<file path="src/rtl/contador_pkg.sv">
// contador_pkg: shared default sizing for the contador counter.
package contador_pkg;
  localparam int DEFAULT_WIDTH       = 3;
  localparam int DEFAULT_SYNC_STAGES = 2;
endpackage

</file>
<file path="src/rtl/edge_sync.sv">
// edge_sync: synchronizes an async level and emits a one-cycle pulse on its rising edge.
module edge_sync #(
  parameter int STAGES = 2
) (
  input  logic clk,
  input  logic rst,
  input  logic i_d,
  output logic o_pulse
);
  logic [STAGES-1:0] r_sync;
  logic              r_prev;
  always_ff @(posedge clk) begin
    if (rst) begin
      r_sync <= '0;
      r_prev <= 1'b0;
    end else begin
      r_sync <= {r_sync[STAGES-2:0], i_d};
      r_prev <= r_sync[STAGES-1];
    end
  end
  assign o_pulse = r_sync[STAGES-1] & ~r_prev;
endmodule

</file>
<file path="src/rtl/contador.sv">
// contador: up/down counter driven by edges of two asynchronous command levels.
module contador
  import contador_pkg::*;
#(
  parameter int WIDTH       = DEFAULT_WIDTH,
  parameter int SYNC_STAGES = DEFAULT_SYNC_STAGES
) (
  input  logic             clk,
  input  logic             reset,
  input  logic             sum,
  input  logic             res,
  output logic [WIDTH-1:0] count
);
  logic             w_inc;
  logic             w_dec;
  logic [WIDTH-1:0] w_next;
  logic [WIDTH-1:0] r_count;
  edge_sync #(.STAGES(SYNC_STAGES)) u_sum (.clk(clk), .rst(reset), .i_d(sum), .o_pulse(w_inc));
  edge_sync #(.STAGES(SYNC_STAGES)) u_res (.clk(clk), .rst(reset), .i_d(res), .o_pulse(w_dec));
  // simultaneous inc and dec cancel out and hold
  always_comb w_next = (w_inc ^ w_dec) ? (w_inc ? r_count + 1'b1 : r_count - 1'b1) : r_count;
  always_ff @(posedge clk) r_count <= reset ? '0 : w_next;
  assign count = r_count;
endmodule

</file>
<file path="config.mk">
export PLATFORM = sky130hd
export DESIGN_NAME = contador
export DESIGN_NICKNAME = d
export VERILOG_FILES = /design/src/rtl/contador_pkg.sv /design/src/rtl/edge_sync.sv /design/src/rtl/contador.sv
export SDC_FILE = /design/constraint.sdc
export NUM_CORES = 1
export LEC_CHECK = 0
export CAP_MARGIN = 25
export CELL_PAD_IN_SITES_DETAIL_PLACEMENT = 0
export CELL_PAD_IN_SITES_GLOBAL_PLACEMENT = 1
export CORE_AREA = 2 2 39 41
export CTS_CLUSTER_SIZE = 40
export DETAILED_ROUTE_END_ITERATION = 10
export DIE_AREA = 0 0 41 43
export GPL_TIMING_DRIVEN = 0
export PLACE_DENSITY_LB_ADDON = 0.1
export SKIP_CTS_REPAIR_TIMING = 1
export SLEW_MARGIN = 15
export SYNTH_ARGS = -nofsm -noshare
export SYNTH_HDL_FRONTEND = slang
export SYNTH_SLANG_ARGS = --single-unit
</file>
<file path="constraint.sdc">
create_clock -name clk -period 3.95 [get_ports clk]
set_input_delay 0.79 -clock clk [delete_from_list [all_inputs] [get_ports clk]]
set_output_delay 0.79 -clock clk [all_outputs]
set_load 0.05 [all_outputs]
</file>
=== Word level (Yosys, flattened, before mapping) ===
Index checks and enable logic that the tools add are counted.

* Bits of input ports: 4
* Word-level logic and storage cells: 13
* Bits in registers: 9
* Output and inout port bits: 3

* Bitwise operators: 5
* $add $sub $neg: 2
* Mux-type cells: 1

{| class="wikitable"
|+ Operator list
! kind !! count
|-
| $add A3 B1 Y3 const B || 1
|-
| $mux W3 || 1
|-
| $sub A3 B1 Y3 const B || 1
|-
| $and A1 B1 Y1 || 2
|-
| $not A1 Y1 || 2
|-
| $xor A1 B1 Y1 || 1
|}

=== Depth between registers and ports, before layout ===
Gate-level depths: netlist of run 1.

* Word-level depth: 3
* Depth in mapped cells: 6
* Gate-level depth less buffers: 6

=== Modules after synthesis ===
From an unflattened synthesis of run 1, not the netlist that was laid out.

* Cells, all modules: 29
* Area total of the unflattened synthesis: 340.3 um^2

{| class="wikitable"
|+ By module, submodules not included
! module !! instances !! cells an instance !! area an instance (um^2)
|-
| edge_sync || 2 || 7 || 87.6
|-
| contador || 1 || 15 || 165.2
|}

=== Worst setup path before layout of run 1 ===
Ideal clock, no wire load.

* Kind: register -> register
* Start: register r_count[0], in the netlist count[0]
* End: register r_count[2], in the netlist count[2]
* Clock period less this slack: 1559 ps
* Setup time: 122 ps
* Setup slack: 2391 ps
* Stages on the path, launching flop included: 5
* Data required time: 3828 ps
* Path buffers: 0
* Data arrival time: 1437 ps
* Cells stage by stage: dfxtp_1 fa_1 nor3_1 o21ai_1 nor3b_2

* Longest elaborated chain between the ends: 2

{| class="wikitable"
|+ RTL lines
! item !! line !! source
|-
| start: declaration || contador.sv:17 || <nowiki>logic [WIDTH-1:0] r_count;</nowiki>
|-
| start signal: assignment || contador.sv:22 || <nowiki>always_ff @(posedge clk) r_count <= reset ? '0 : w_next;</nowiki>
|-
| $sub A3 B1 Y3 / $add A3 B1 Y3 (equally long branches) || contador.sv:21 || <nowiki>always_comb w_next = (w_inc ^ w_dec) ? (w_inc ? r_count + 1'b1 : r_count - 1'b1) : r_count;</nowiki>
|-
| $mux W3 (*) || contador.sv:21 ||
|}

Mark *: on every way between the ends. The rest lies on a longest branch, timed or not.
A chain may end at the register's enable or synchronous reset.

=== Worst setup path in the final report of run 1 ===
* Start: register r_count[0], in the netlist count[0]
* End: output count[0]

{| class="wikitable"
|+ RTL lines
! item !! line !! source
|-
| end: declaration || contador.sv:12 || <nowiki>output logic [WIDTH-1:0] count</nowiki>
|}

No word-level cell between the ends.

==> results of run 1 <==
## layer usage
metal	global-route usage (%)	part of all wire [%]	up-vias
met2	9.06	43	7
li1	-	-	112
met3	4.71	8.3	2
met5	0	0	-
met4	8.00	1.6	0
met1	8.55	46	97
## final cells by class
cell class                 count  share of cell area [%]
inverter                       1                   0.831
multi-input combinational     19                    35.7
clock buffer                   4                    5.82
tap                           16                    4.43
timing repair buffer           6                    13.3
sequential                     9                    39.9
## cells by family after synthesis
logic type | after synthesis
xor gates and xnor gates | 2
DFF | 9
muxes | 1
and+or+nand+nor | 14
buffers and inverters | 1
adders and majority gates | 1
AOI/OAI and AO/OA | 1
## layout by cell type (no fill, tap or decap)
cell type and count:
dfxtp_1 9, nor2_1 2, xnor2_1 1, o21ai_1 1, clkbuf_4 3, nor3_1 2
clkbuf_1 1, mux2i_1 1, xnor2_2 1, clkdlybuf4s50_1 6, fa_1 1, nor2b_1 6
inv_1 1, and3_1 1, nor2b_4 1, nor3b_2 1, nand2b_4 1
## registers in the layout, indices dropped and copies added, names as in the netlist
name	count
u_sum.r_sync	2
u_sum.r_prev	1
count	3
u_res.r_prev	1
u_res.r_sync	2
## power by group
part           switching (mW)  internal (mW)  leakage [nW]
Combinational          0.0193         0.0163        0.0840
Sequential            0.00391         0.0964        0.0740
Clock                  0.0304         0.0388        0.0150
## worst min-delay path by stage
stage | from | endpoint | slack [ns] | cells after the start
after floorplan | u_res.r_sync[0] | u_res.r_sync[1] | 0.41 | 1
after global placement | u_res.r_sync[0] | u_res.r_sync[1] | 0.42 | 1
after detailed placement | u_sum.r_sync[0] | u_sum.r_sync[1] | 0.43 | 1
after CTS | u_sum.r_sync[0] | u_sum.r_sync[1] | 0.44 | 1
after global routing | u_sum.r_sync[0] | u_sum.r_sync[1] | 0.45 | 1
final | u_sum.r_sync[0] | u_sum.r_sync[1] | 0.44 | 1
==> metrics, run 1 <==
status finished, final reports clean; Reg2Reg Setup Slack 2.39 ns; complex-gate fraction of the synthesized area 1.45%; top cell type's share of synthesized area 52.2%; clk_lat worst skew 0.26 ns; CP Data Arrival Time 1.47 ns; ys async rst share 0%; CTS tree done; Max Freq 443 MHz; die area 0.00176 sq mm; count leader, synth dfxtp_1; initial antenna violation count 0; Synth Register Bits 9; WS Path Type reg2out; Detail Placement HPWL 325 um; die extent in x 41 um; Synth area leaders dfxtp_1 (52%), nor2b_1 (11%), fa_1 (5.8%), xnor2_2 (4.7%), nand2b_4 (4.0%); total CTS buffers 3; Root Driver clkbuf_4; DRC Markers 0; total power draw 205 uW; adder and majority gate portion of the synthesized area 5.80%; final setup margin 1.69 ns; Max-cap violations 0; initial core utilization 25.0%; Unique masters post-synth 14; Clk pin slew, worst setup/hold paths 0.06 ns; Post-synth EDFFs 0; fillers 145; H-tree depth 1; post-placement cell count 51; Multi-input gate area 161 sq um; layout cells sized above 1 17.9%; hold slack 0.436 ns; r2r endpoint count[2]; Hold Fails Final Rpt 0; Crit-path slowest cell clkdlybuf4s50_1; Setup TNS Final 0 ns; average size of a mapped cell 11.9 sq um; Setup crit start kind register; fin area 452 sq um; Final ANT Viol Nets 0; final worst-path cycle share 57.2%; delay-heaviest family, CP buffers and inverters; Cell Pwr Density 454 mW/mm^2; Crit. End Element output pin; Critical Path Source count[0]; worst-case clock buffer depth 2; io pins 7; post-synthesis mux area share 2.90%; Starting DRT DRC Count 2; largest area contributor in the netlist dfxtp_1; endpoints failing setup 0; reg2reg path depth 6; P_leak 0.173 nW; RSZ-0062 raised after global routing false; XOR/XNOR Fraction of Synth Area 7.25%; mapped cell area 345 sq um; combinational family with the most area after synthesis simple AND/OR/NAND/NOR gates; total global-route track usage 7.68%; gpl congestion 0.566; Buf/Inv on CP 1; RR Startpoint u_sum.r_sync[1]; Pre-Repair DR Iteration Count 2; Synth warnings 0; die height 43 um; Post-synth top flop dfxtp_1; Net Count, Synth 34; vias in the first global route 203; largest net degree at the start of global routing 10; gate count of the mapped netlist 29; final period demand of the worst path 2.26 ns; sequential share of the synthesized area 52.2%; Avg WL per Cell 8.07 um; via/cell ratio 3.96; post-route insts no fill 55; Commonest cells post-synth dfxtp_1 (9), nor2b_1 (6), nor2_1 (2), nor3_1 (2); register area 180 sq um; dpl ws 1.96 ns; Congestion Overflow GR 0; measured slew at the worst slew-check pin 0.491 ns; Max-slew headroom 67.2%; Nets 45; crit path to count[0]; max-slew violation count 0; HP Class reg2reg; CP Max Fanout 3; Worst Clk Skew 0.00172 ns; Core Util, Final 32.6%; total core area 0.00138 sq mm; Critical Path, Cell by Cell clkdlybuf4s50_1; peak supply drop 0.156 mV; port bufs 6; clk sinks 9; ANT cells 0; Vias 218; critical path depth 1; Layout area overhead 30.8%; CP max stage delay 0.82 ns; first-pass GRT wire length 821 um; Req. time, crit path 3.16 ns; Simple-Gate Fraction of Synth Area 29.3%; Total Wirelength 444 um; Rows 14; Placed Area 425 sq um
Power figures use the tool's default switching activity.
==> run 2, diff against run 1 <==
==> constraint.sdc (replaced) <==
create_clock -name clk -period 2.3 [get_ports clk]
set_input_delay 0.46 -clock clk [delete_from_list [all_inputs] [get_ports clk]]
set_output_delay 0.46 -clock clk [all_outputs]
set_load 0.05 [all_outputs]
==> results of run 2 <==
Same layout as run 1 (identical final DEF). Status: finished, final reports clean.
Main changes from that run: setup slack after placement 1.96 ns -> 0.642 ns; setup slack after layout 1.69 ns -> 0.371 ns; register-to-register setup slack 2.39 ns -> 0.74 ns; total power 0.205 mW -> 0.352 mW; worst IR drop on VDD 0.156 mV -> 0.268 mV
==> run 3, diff against run 2 <==
==> constraint.sdc (replaced) <==
create_clock -name clk -period 1.75 [get_ports clk]
set_input_delay 0.35 -clock clk [delete_from_list [all_inputs] [get_ports clk]]
set_output_delay 0.35 -clock clk [all_outputs]
set_load 0.05 [all_outputs]
==> run 3 against run 2 <==
Against the previous run:
- setup slack worse by 0.18 ns
- register-to-register slack worse by 0.55 ns
- sequential power is 31% higher
- critical endpoint is now count[2]
==> metrics, run 3 (synthesis gave the netlist of run 1 again) <==
total CTS buffers 3 (unchanged); total core area 0.00138 sq mm (unchanged); vias in the first global route 203 (unchanged); status finished, final reports clean; largest net degree at the start of global routing 10 (unchanged); endpoints failing setup 0 (unchanged); die extent in x 41 um (unchanged); RSZ-0062 raised after global routing false; CP Data Arrival Time 1.70 ns (+0.23 ns); CP max stage delay 0.37 ns (-0.45 ns); P_leak 0.222 nW (+29%); Hold Fails Final Rpt 0 (unchanged); io pins 7 (unchanged); measured slew at the worst slew-check pin 0.502 ns (+0.0114 ns); CTS tree done; layout cells sized above 1 17.9% (unchanged); peak supply drop 0.352 mV; initial core utilization 25.0% (unchanged); Cell Pwr Density 1010 mW/mm^2; Avg WL per Cell 8.18 um (+1.4%); Setup TNS Final 0 ns (unchanged); first-pass GRT wire length 821 um (unchanged); gpl congestion 0.566 (unchanged); Setup crit start kind register; max-slew violation count 0 (unchanged); Starting DRT DRC Count 2 (unchanged); DRC Markers 0 (unchanged); Crit. End Element register; post-route insts no fill 55 (unchanged); Placed Area 425 sq um (unchanged); Max-cap violations 0 (unchanged); final worst-path cycle share 89.1%; Rows 14 (unchanged); Max Freq 641 MHz; clk_lat worst skew 0.26 ns (about the same); worst-case clock buffer depth 2 (unchanged); total global-route track usage 7.68% (unchanged); Worst Clk Skew 0.00172 ns (unchanged); Max-slew headroom 66.5% (-0.71 points); clk sinks 9 (unchanged); Final ANT Viol Nets 0 (unchanged); Congestion Overflow GR 0 (unchanged); CP Max Fanout 4 (+1); final period demand of the worst path 1.56 ns; Nets 45 (unchanged); die height 43 um (unchanged); Crit-path slowest cell fa_1; commonest non-fill, non-tap cell in the layout dfxtp_1; initial antenna violation count 0 (unchanged); H-tree depth 1 (unchanged); Critical Path, Cell by Cell nor2b_4 > inv_1 > fa_1 > nor3_1 > o21ai_1 > nor3b_2; Detail Placement HPWL 325 um (unchanged); fin area 459 sq um (+1.7%); post-placement cell count 51 (unchanged); commonest cells after routing, fill and taps aside dfxtp_1 (9), nor2b_1 (6), clkbuf_4 (3), clkdlybuf4s50_1 (3), dlymetal6s2s_1 (3); port bufs 6 (unchanged); ANT cells 0 (unchanged); Pre-Repair DR Iteration Count 2 (unchanged); HP Class reg2reg; Vias 218 (unchanged); WS Path Type reg2reg; via/cell ratio 3.96 (unchanged); Clk pin slew, worst setup/hold paths 0.06 ns (about the same); Layout area overhead 33.0%; max reg flops 3 (unchanged); Total Wirelength 450 um (+1.4%); Req. time, crit path 1.89 ns; Root Driver clkbuf_4; die area 0.00176 sq mm (unchanged)
run 3: metrics by stage:
step | hold WS [ns] | power (mW) | utilization [%] | setup slack [ns]
2_1_floorplan | 0.414 | 0.285 | - | 0.191
3_3_place_gp | 0.418 | 0.311 | 30.7 | 0.201
3_5_place_dp | 0.426 | 0.313 | 30.7 | 0.189
4_1_cts | 0.441 | 0.475 | 32.6 | -0.0870
5_1_grt | 0.454 | 0.492 | 33.2 | 0.0389
6_report | 0.436 | 0.462 | 33.2 | 0.190
run 3: cell type report:
| class | instances | area, sq um |
|---|---|---|
| Fill cell | 145 | 925 |
| Timing Repair Buffer | 6 | 67.6 |
| Tap cell | 16 | 20.0 |
| Inverter | 1 | 3.75 |
| Clock buffer | 4 | 26.3 |
| Sequential cell | 9 | 180 |
| Multi-Input combinational cell | 19 | 161 |
run 3: final timing paths:
kind                         from               to  slack (ns)  cells after the start
setup reg to reg  u_sum.r_sync[1]         count[2]        0.19                      6
hold reg to reg   u_sum.r_sync[0]  u_sum.r_sync[1]        0.44                      1
hold / removal    u_sum.r_sync[0]  u_sum.r_sync[1]        0.44                      1
setup / recovery  u_sum.r_sync[1]         count[2]        0.19                      6
run 3: worst max-delay path: cells and delay by family, from the launching register on:
family	cells	cell delay (ns)
and+or+nand+nor	3	0.59
DFF	1	0.33
AOI/OAI and AO/OA	1	0.08
adders and majority gates	1	0.37
buffers and inverters	1	0.07
run 3: layer usage:
metal  wire (um)  GRT usage (%)  up-vias
met1         205           8.55       97
met2         194           9.06        7
met4           7           8.00        0
met5           0              0        -
li1            -              -      112
met3          42           4.71        2
run 3: report_power, final:
| group | switching (mW) | total, mW | internal (mW) | leakage, nW |
|---|---|---|---|---|
| Combinational | 0.0438 | 0.0799 | 0.0361 | 0.133 |
| Clock | 0.0687 | 0.156 | 0.0876 | 0.0150 |
| Sequential | 0.00854 | 0.226 | 0.218 | 0.0740 |
